[config.mk]
export PLATFORM = sky130hd
export DESIGN_NAME = ucore_state_trace
export DESIGN_NICKNAME = d
export VERILOG_FILES = /design/src/rtl/ucore_state_trace.sv
export SDC_FILE = /design/constraint.sdc
export NUM_CORES = 1
export LEC_CHECK = 0
export ABC_AREA = 1
export CAP_MARGIN = 20
export CORE_UTILIZATION = 40
export DETAILED_ROUTE_END_ITERATION = 6
export PLACE_DENSITY = 0.54
export REMOVE_ABC_BUFFERS = 1
export SYNTH_ARGS = -nofsm -noshare
export SYNTH_HDL_FRONTEND = slang
export SYNTH_SLANG_ARGS = --single-unit
[constraint.sdc]
create_clock -name clk -period 2.4 [get_ports clk]
set_input_delay 0.36 -clock clk [delete_from_list [all_inputs] [get_ports clk]]
set_output_delay 0.36 -clock clk [all_outputs]
set_load 0.01 [all_outputs]
[src/rtl/ucore_state_trace.sv]
// ucore_state_trace: watches a microcode core's state register, logs one entry
// per state transition (new state, cycles held in the previous state, lost flag)
// into a FIFO that a host drains through a valid/ready handshake.
// Optional feature macro: UCORE_TRACE_TIMESTAMP_EN enables the hold-cycle counter
// and the delta field; when undefined, trace_delta is tied to 0.
module ucore_state_trace #(
   parameter int STATE_W = 12,
   parameter int DEPTH   = 16,
   parameter int TS_W    = 16
) (
   input  logic                   clk,
   input  logic                   aresetn,
   input  logic                   trace_en,
   input  logic                   flush,
   input  logic [STATE_W-1:0]     core_state,
   output logic                   trace_valid,
   input  logic                   trace_ready,
   output logic [STATE_W-1:0]     trace_state,
   output logic [TS_W-1:0]        trace_delta,
   output logic                   trace_lost,
   output logic [$clog2(DEPTH):0] fifo_level,
   output logic [7:0]             drop_count
);

   localparam int PTR_W = $clog2(DEPTH);
   localparam int LVL_W = PTR_W + 1;

`ifdef UCORE_TRACE_TIMESTAMP_EN
   typedef struct packed {
      logic              lost;
      logic [TS_W-1:0]   delta;
      logic [STATE_W-1:0] state;
   } entry_t;
`else
   typedef struct packed {
      logic               lost;
      logic [STATE_W-1:0] state;
   } entry_t;
`endif

   entry_t             mem_q [DEPTH];
   entry_t             wr_entry;
   entry_t             head;

   logic [STATE_W-1:0] prev_q, prev_d;
   logic               primed_q, primed_d;
   logic               lost_pend_q, lost_pend_d;
   logic [PTR_W-1:0]   wr_ptr_q, wr_ptr_d;
   logic [PTR_W-1:0]   rd_ptr_q, rd_ptr_d;
   logic [LVL_W-1:0]   level_q, level_d;
   logic [7:0]         drop_q, drop_d;
`ifdef UCORE_TRACE_TIMESTAMP_EN
   logic [TS_W-1:0]    hold_q, hold_d;
   logic [TS_W-1:0]    hold_inc;
`endif

   logic fifo_empty, fifo_full;
   logic evt, pop, push, drop;

   assign fifo_empty = (level_q == '0);
   assign fifo_full  = (level_q == LVL_W'(DEPTH));
   // A transition is any state change, or the first sample after enable/flush/reset.
   assign evt  = trace_en && (!primed_q || (core_state != prev_q));
   assign pop  = !fifo_empty && trace_ready;
   // A full FIFO still accepts when the head leaves on the same edge.
   assign push = evt && (!fifo_full || pop);
   assign drop = evt && fifo_full && !pop;

`ifdef UCORE_TRACE_TIMESTAMP_EN
   // Saturating increment shared by the hold counter and the delta field.
   assign hold_inc = (hold_q == '1) ? hold_q : hold_q + TS_W'(1);
`endif

   // Assemble the entry that an event would write.
   always_comb begin
      // NOTE: every always_comb output gets a default first so no path infers a latch.
      wr_entry       = '0;
      wr_entry.state = core_state;
      wr_entry.lost  = lost_pend_q;
`ifdef UCORE_TRACE_TIMESTAMP_EN
      wr_entry.delta = primed_q ? hold_inc : '0;
`endif
   end

   // Next-state for tracking, pointers, level and drop counter; flush overrides all.
   always_comb begin
      prev_d      = prev_q;
      primed_d    = primed_q;
      lost_pend_d = lost_pend_q;
      wr_ptr_d    = wr_ptr_q;
      rd_ptr_d    = rd_ptr_q;
      level_d     = level_q;
      drop_d      = drop_q;
`ifdef UCORE_TRACE_TIMESTAMP_EN
      hold_d      = hold_q;
`endif
      if (flush) begin
         primed_d    = 1'b0;
         lost_pend_d = 1'b0;
         wr_ptr_d    = '0;
         rd_ptr_d    = '0;
         level_d     = '0;
         drop_d      = '0;
`ifdef UCORE_TRACE_TIMESTAMP_EN
         hold_d      = '0;
`endif
      end else begin
         if (!trace_en) begin
            primed_d = 1'b0;
         end else if (evt) begin
            prev_d   = core_state;
            primed_d = 1'b1;
`ifdef UCORE_TRACE_TIMESTAMP_EN
            hold_d   = '0;
         end else begin
            hold_d   = hold_inc;
`endif
         end
         if (push) begin
            wr_ptr_d    = wr_ptr_q + PTR_W'(1);
            lost_pend_d = 1'b0;
         end
         if (drop) begin
            lost_pend_d = 1'b1;
            if (drop_q != 8'hFF) drop_d = drop_q + 8'd1;
         end
         if (pop) rd_ptr_d = rd_ptr_q + PTR_W'(1);
         case ({push, pop})
            2'b10:   level_d = level_q + LVL_W'(1);
            2'b01:   level_d = level_q - LVL_W'(1);
            default: level_d = level_q;
         endcase
      end
   end

   // Control and tracking registers.
   always_ff @(posedge clk or negedge aresetn) begin
      if (!aresetn) begin
         prev_q      <= '0;
         primed_q    <= 1'b0;
         lost_pend_q <= 1'b0;
         wr_ptr_q    <= '0;
         rd_ptr_q    <= '0;
         level_q     <= '0;
         drop_q      <= '0;
`ifdef UCORE_TRACE_TIMESTAMP_EN
         hold_q      <= '0;
`endif
      end else begin
         // NOTE: sequential state uses non-blocking assignments so all registers update together.
         prev_q      <= prev_d;
         primed_q    <= primed_d;
         lost_pend_q <= lost_pend_d;
         wr_ptr_q    <= wr_ptr_d;
         rd_ptr_q    <= rd_ptr_d;
         level_q     <= level_d;
         drop_q      <= drop_d;
`ifdef UCORE_TRACE_TIMESTAMP_EN
         hold_q      <= hold_d;
`endif
      end
   end

   // Entry storage write.
   always_ff @(posedge clk) begin
      // NOTE: storage is not reset; the level counter alone decides which slots are valid.
      if (push && !flush) mem_q[wr_ptr_q] <= wr_entry;
   end

   // Head entry is masked so the outputs read 0 instead of stale or unwritten storage when empty.
   assign head        = mem_q[rd_ptr_q];
   assign trace_valid = !fifo_empty;
   assign trace_state = trace_valid ? head.state : '0;
   assign trace_lost  = trace_valid ? head.lost  : 1'b0;
`ifdef UCORE_TRACE_TIMESTAMP_EN
   assign trace_delta = trace_valid ? head.delta : '0;
`else
   assign trace_delta = '0;
`endif
   assign fifo_level  = level_q;
   assign drop_count  = drop_q;

endmodule

==> qor.yml <==
clock_network:
  cts_made_buffers: 28
  worstSkewPairLatency_ns: 0.53
  cts_tree: "done"
  htree_levels: 1
  clkTransAtPathRegs_ns: 0.06
  clock_path_buffers: 3
  cts_num_sinks: 243
  clockRootBuffer: "clkbuf_16"
timing:
  worst_pin_slew_ns: 0.995
  max_freq_ghz: 0.383
  fin_crit_ns: 2.61
  final_max_slew_viol_count: 0
  hold_violations: 0
  maxSlewHeadroom: 0.336
  finalClockSkew_ns: 0.0129
  worst_slack_ns: -0.209
  rsz0062_at_grt: "yes"
  tns_ns: -1.95
  setup_violations: 13
  period_share: 1.09
floorplanning:
  initial_core_util: 0.410
  die-width_um: 163
  num_rows: 58
  dieHeight_um: 163
  die_area_um2: 26500
  core-area_um2: 25300
  io_pins: 60
logic_synthesis:
  synth_top_area_share: 0.604
  yosysTopAreaCell: "edfxtp_1"
  syn_avg_cell_area_um2: 11.7
  ys_types: 34
  synthTopCellsByArea: "edfxtp_1 60%, dfrtp_1 8.5%, nor2_1 5.8%, o21ai_0 5.2%, o221ai_1 3.2%"
  syn_area_um2: 10300
  synth-seq-cells: 243
  netlist_instances: 881
  ys_seq_area_frac: 0.688
  synth_warnings: 0
power_and_ir_drop:
  p_sw_frac: 0.313
  total_power_uw: 14300
  p_per_area_nw_per_um2: 1050
  seq_power_share: 0.336
  worst_ir_drop_vdd_mv: 0.600
  p_sw_uw: 4480
  pwr-share-comb: 0.354
  total_leakage_power_uw: 0.00526
  power_frac_clock: 0.310
  p_int_uw: 9840
cells_and_area:
  fin_util: 0.541
  fin_nets: 1083
  multi_input_area_um2: 3020
  seqCellArea_um2: 7120
  syn2layout_area_growth_pct: 32.1
  num-fill-cells: 2149
  antenna_cells: 0
  final_cells: 1408
  drive_gt1_frac: 0.266
run_status:
  outcome: "finished, violations left"
  failed_checks: "setup timing"
critical_path:
  cp_slowest_cell: "dfrtp_2"
  path_buf_inv: 6
  critical_path_class: "register to output port"
  path_cells: "clkinv_4 > buf_12 > buf_12 > buf_12 > buf_6 > nor2_2 > o221ai_1 > nand3_1 > a21oi_2 > buf_2"
  max_stage_delay_ns: 0.48
  setup.worst_path.end_class: "output port"
  r2r_slack_ns: 0.09
  crit_path_max_fanout: 8
  critPathLaunchType: "register"
  arrival_ns: 2.25
  crit_family: "buffers and inverters"
  crit_path_frequent_cell: "buf_12"
  required_ns: 2.04
drt:
  ant_nets: 0
  routed_wl_um: 28300
  drt_iter0_markers: 587
  wl_per_cell_um: 20.1
  first_pass_iters: 5
  vias_per_cell: 5.17
  drc: 0
  vias: 7285
placed_design:
  port_buffers: 43
  dp.cells: 1317
  post-place-ws_ns: -0.518
  post-dp-hpwl_um: 17400
  gp_congestion: 0.784
flow_run:
  max_cap_violations: 0
global_routing:
  antenna_found_initial: 0
  grt_pass1_wl_um: 42500
  grt_pass1_vias: 7117
  grt_util_all_layers: 0.215
  overflow: 0
  grt_max_degree: 30
worst_hold_path:
  worstHoldPathType: "primary input to register"
==> final timing paths <==
kind / start / to / cells past startpoint
max: rd_ptr_q[0]$_DFFE_PN0P_ / trace_state[5] / 10
min: core_state[5] / mem_q[13][5]$_DFFE_PP_ / 2
max reg2reg: prev_q[11]$_DFFE_PN0P_ / fifo_level[4]$_DFFE_PN0P_ / 20
min reg2reg: prev_q[0]$_DFFE_PN0P_ / prev_q[0]$_DFFE_PN0P_ / 2
max in group asynchronous: aresetn / wr_ptr_q[2]$_DFFE_PN0P_ / 3
min in group asynchronous: aresetn / fifo_level[0]$_DFFE_PN0P_ / 2
==> cell families (layout without fill, tap and decap cells) <==
| family | count (synthesis) | after routing | synth area share |
|---|---|---|---|
| flip-flops | 243 | 243 | 0.688 |
| AO/OA/AOI/OAI | 204 | 204 | 0.116 |
| XOR/XNOR | 12 | 12 | 0.0102 |
| other | 1 | 16 | 0.000362 |
| buffers and inverters | 105 | 287 | 0.0472 |
| adder cells (fa/ha/maj) | 10 | 10 | 0.0128 |
| AND/OR/NAND/NOR | 306 | 306 | 0.125 |
==> routing by layer <==
metal | share of wire | vias to the layer above | GRT usage
li1 | - | 3489 | -
met1 | 0.46 | 3566 | 0.307
met2 | 0.48 | 187 | 0.344
met3 | 0.042 | 43 | 0.0222
met4 | 0.022 | 0 | 0.0688
met5 | 0 | - | 0
==> cells in the mapped netlist <==
| library cell | number |
|---|---|
| a211oi_1 | 1 |
| clkbuf_1 | 25 |
| nand3_1 | 33 |
| dfrtp_1 | 35 |
| nor2_4 | 2 |
| nor2_1 | 161 |
| o22ai_1 | 14 |
| buf_6 | 1 |
| edfxtp_1 | 208 |
| nand4_2 | 2 |
| buf_4 | 17 |
| inv_1 | 36 |
| xor2_1 | 10 |
| nand3b_1 | 1 |
| o21ai_0 | 108 |
| nand2_4 | 2 |
| o21a_1 | 1 |
| a21oi_1 | 18 |
| nand2_8 | 1 |
| nand2_1 | 87 |
| inv_2 | 6 |
| o221ai_1 | 38 |
| buf_1 | 2 |
| ha_1 | 9 |
| o21ai_1 | 23 |
| a21oi_4 | 1 |
| nor2_2 | 4 |
| nand2_2 | 5 |
| fa_1 | 1 |
| nor3_1 | 3 |
| buf_2 | 18 |
| nand4_1 | 5 |
| xnor2_1 | 2 |
| conb_1 | 1 |
==> power by group through the flow <==
stage / logic [uW] / clock network (uW) / registers [uW]
floorplan: 1660 / 0 / 5070
global placement: 3980 / 0 / 4880
detailed placement: 3980 / 0 / 4880
CTS: 4600 / 4510 / 4810
global route: 5460 / 4680 / 4820
finish: 5060 / 4440 / 4810
==> registers in the layout, indices dropped and copies added, names as in the netlist <==
| register | flops |
|---|---|
| fifo_level | 5 |
| prev_q | 12 |
| lost_pend_q | 1 |
| drop_count | 8 |
| rd_ptr_q | 4 |
| primed_q | 1 |
| wr_ptr_q | 4 |
| mem_q | 208 |
==> metrics by stage <==
step	hold slack, ns	instance area (um2)
finish	0.190	13700
global route	0.195	13700
CTS	0.284	13300
detailed placement	0.309	11900
global placement	0.299	11900
floorplan	0.0644	10100
==> final cells by class <==
cell class                 count  share of cell area
clock buffer                  42              0.0596
clock inverter                10              0.0119
inverter                      42              0.0121
multi-input combinational    548               0.221
sequential                   243               0.521
tap                          330              0.0302
timing repair buffer         193               0.144
==> layout by cell type (no fill, tap or decap), types with 34 or more instances in the layout <==
master	count
buf_4	102
clkbuf_16	34
dfrtp_1	34
edfxtp_1	208
inv_1	34
nand2_1	80
nor2_1	150
o21ai_0	71
o21ai_1	48
o221ai_1	35
==> what timing repair did <==
action | CTS | global route
setup buffers | 16 | 20
endpoints found under the setup margin | 14 | 31
gates cloned | 3 | 5
hold buffers | 1 | 0
resized for setup | 127 | 68
endpoints found under the hold margin | 13 | 0
pin swaps | 40 | 48
Note: power is estimated with default switching activity, not from simulation.
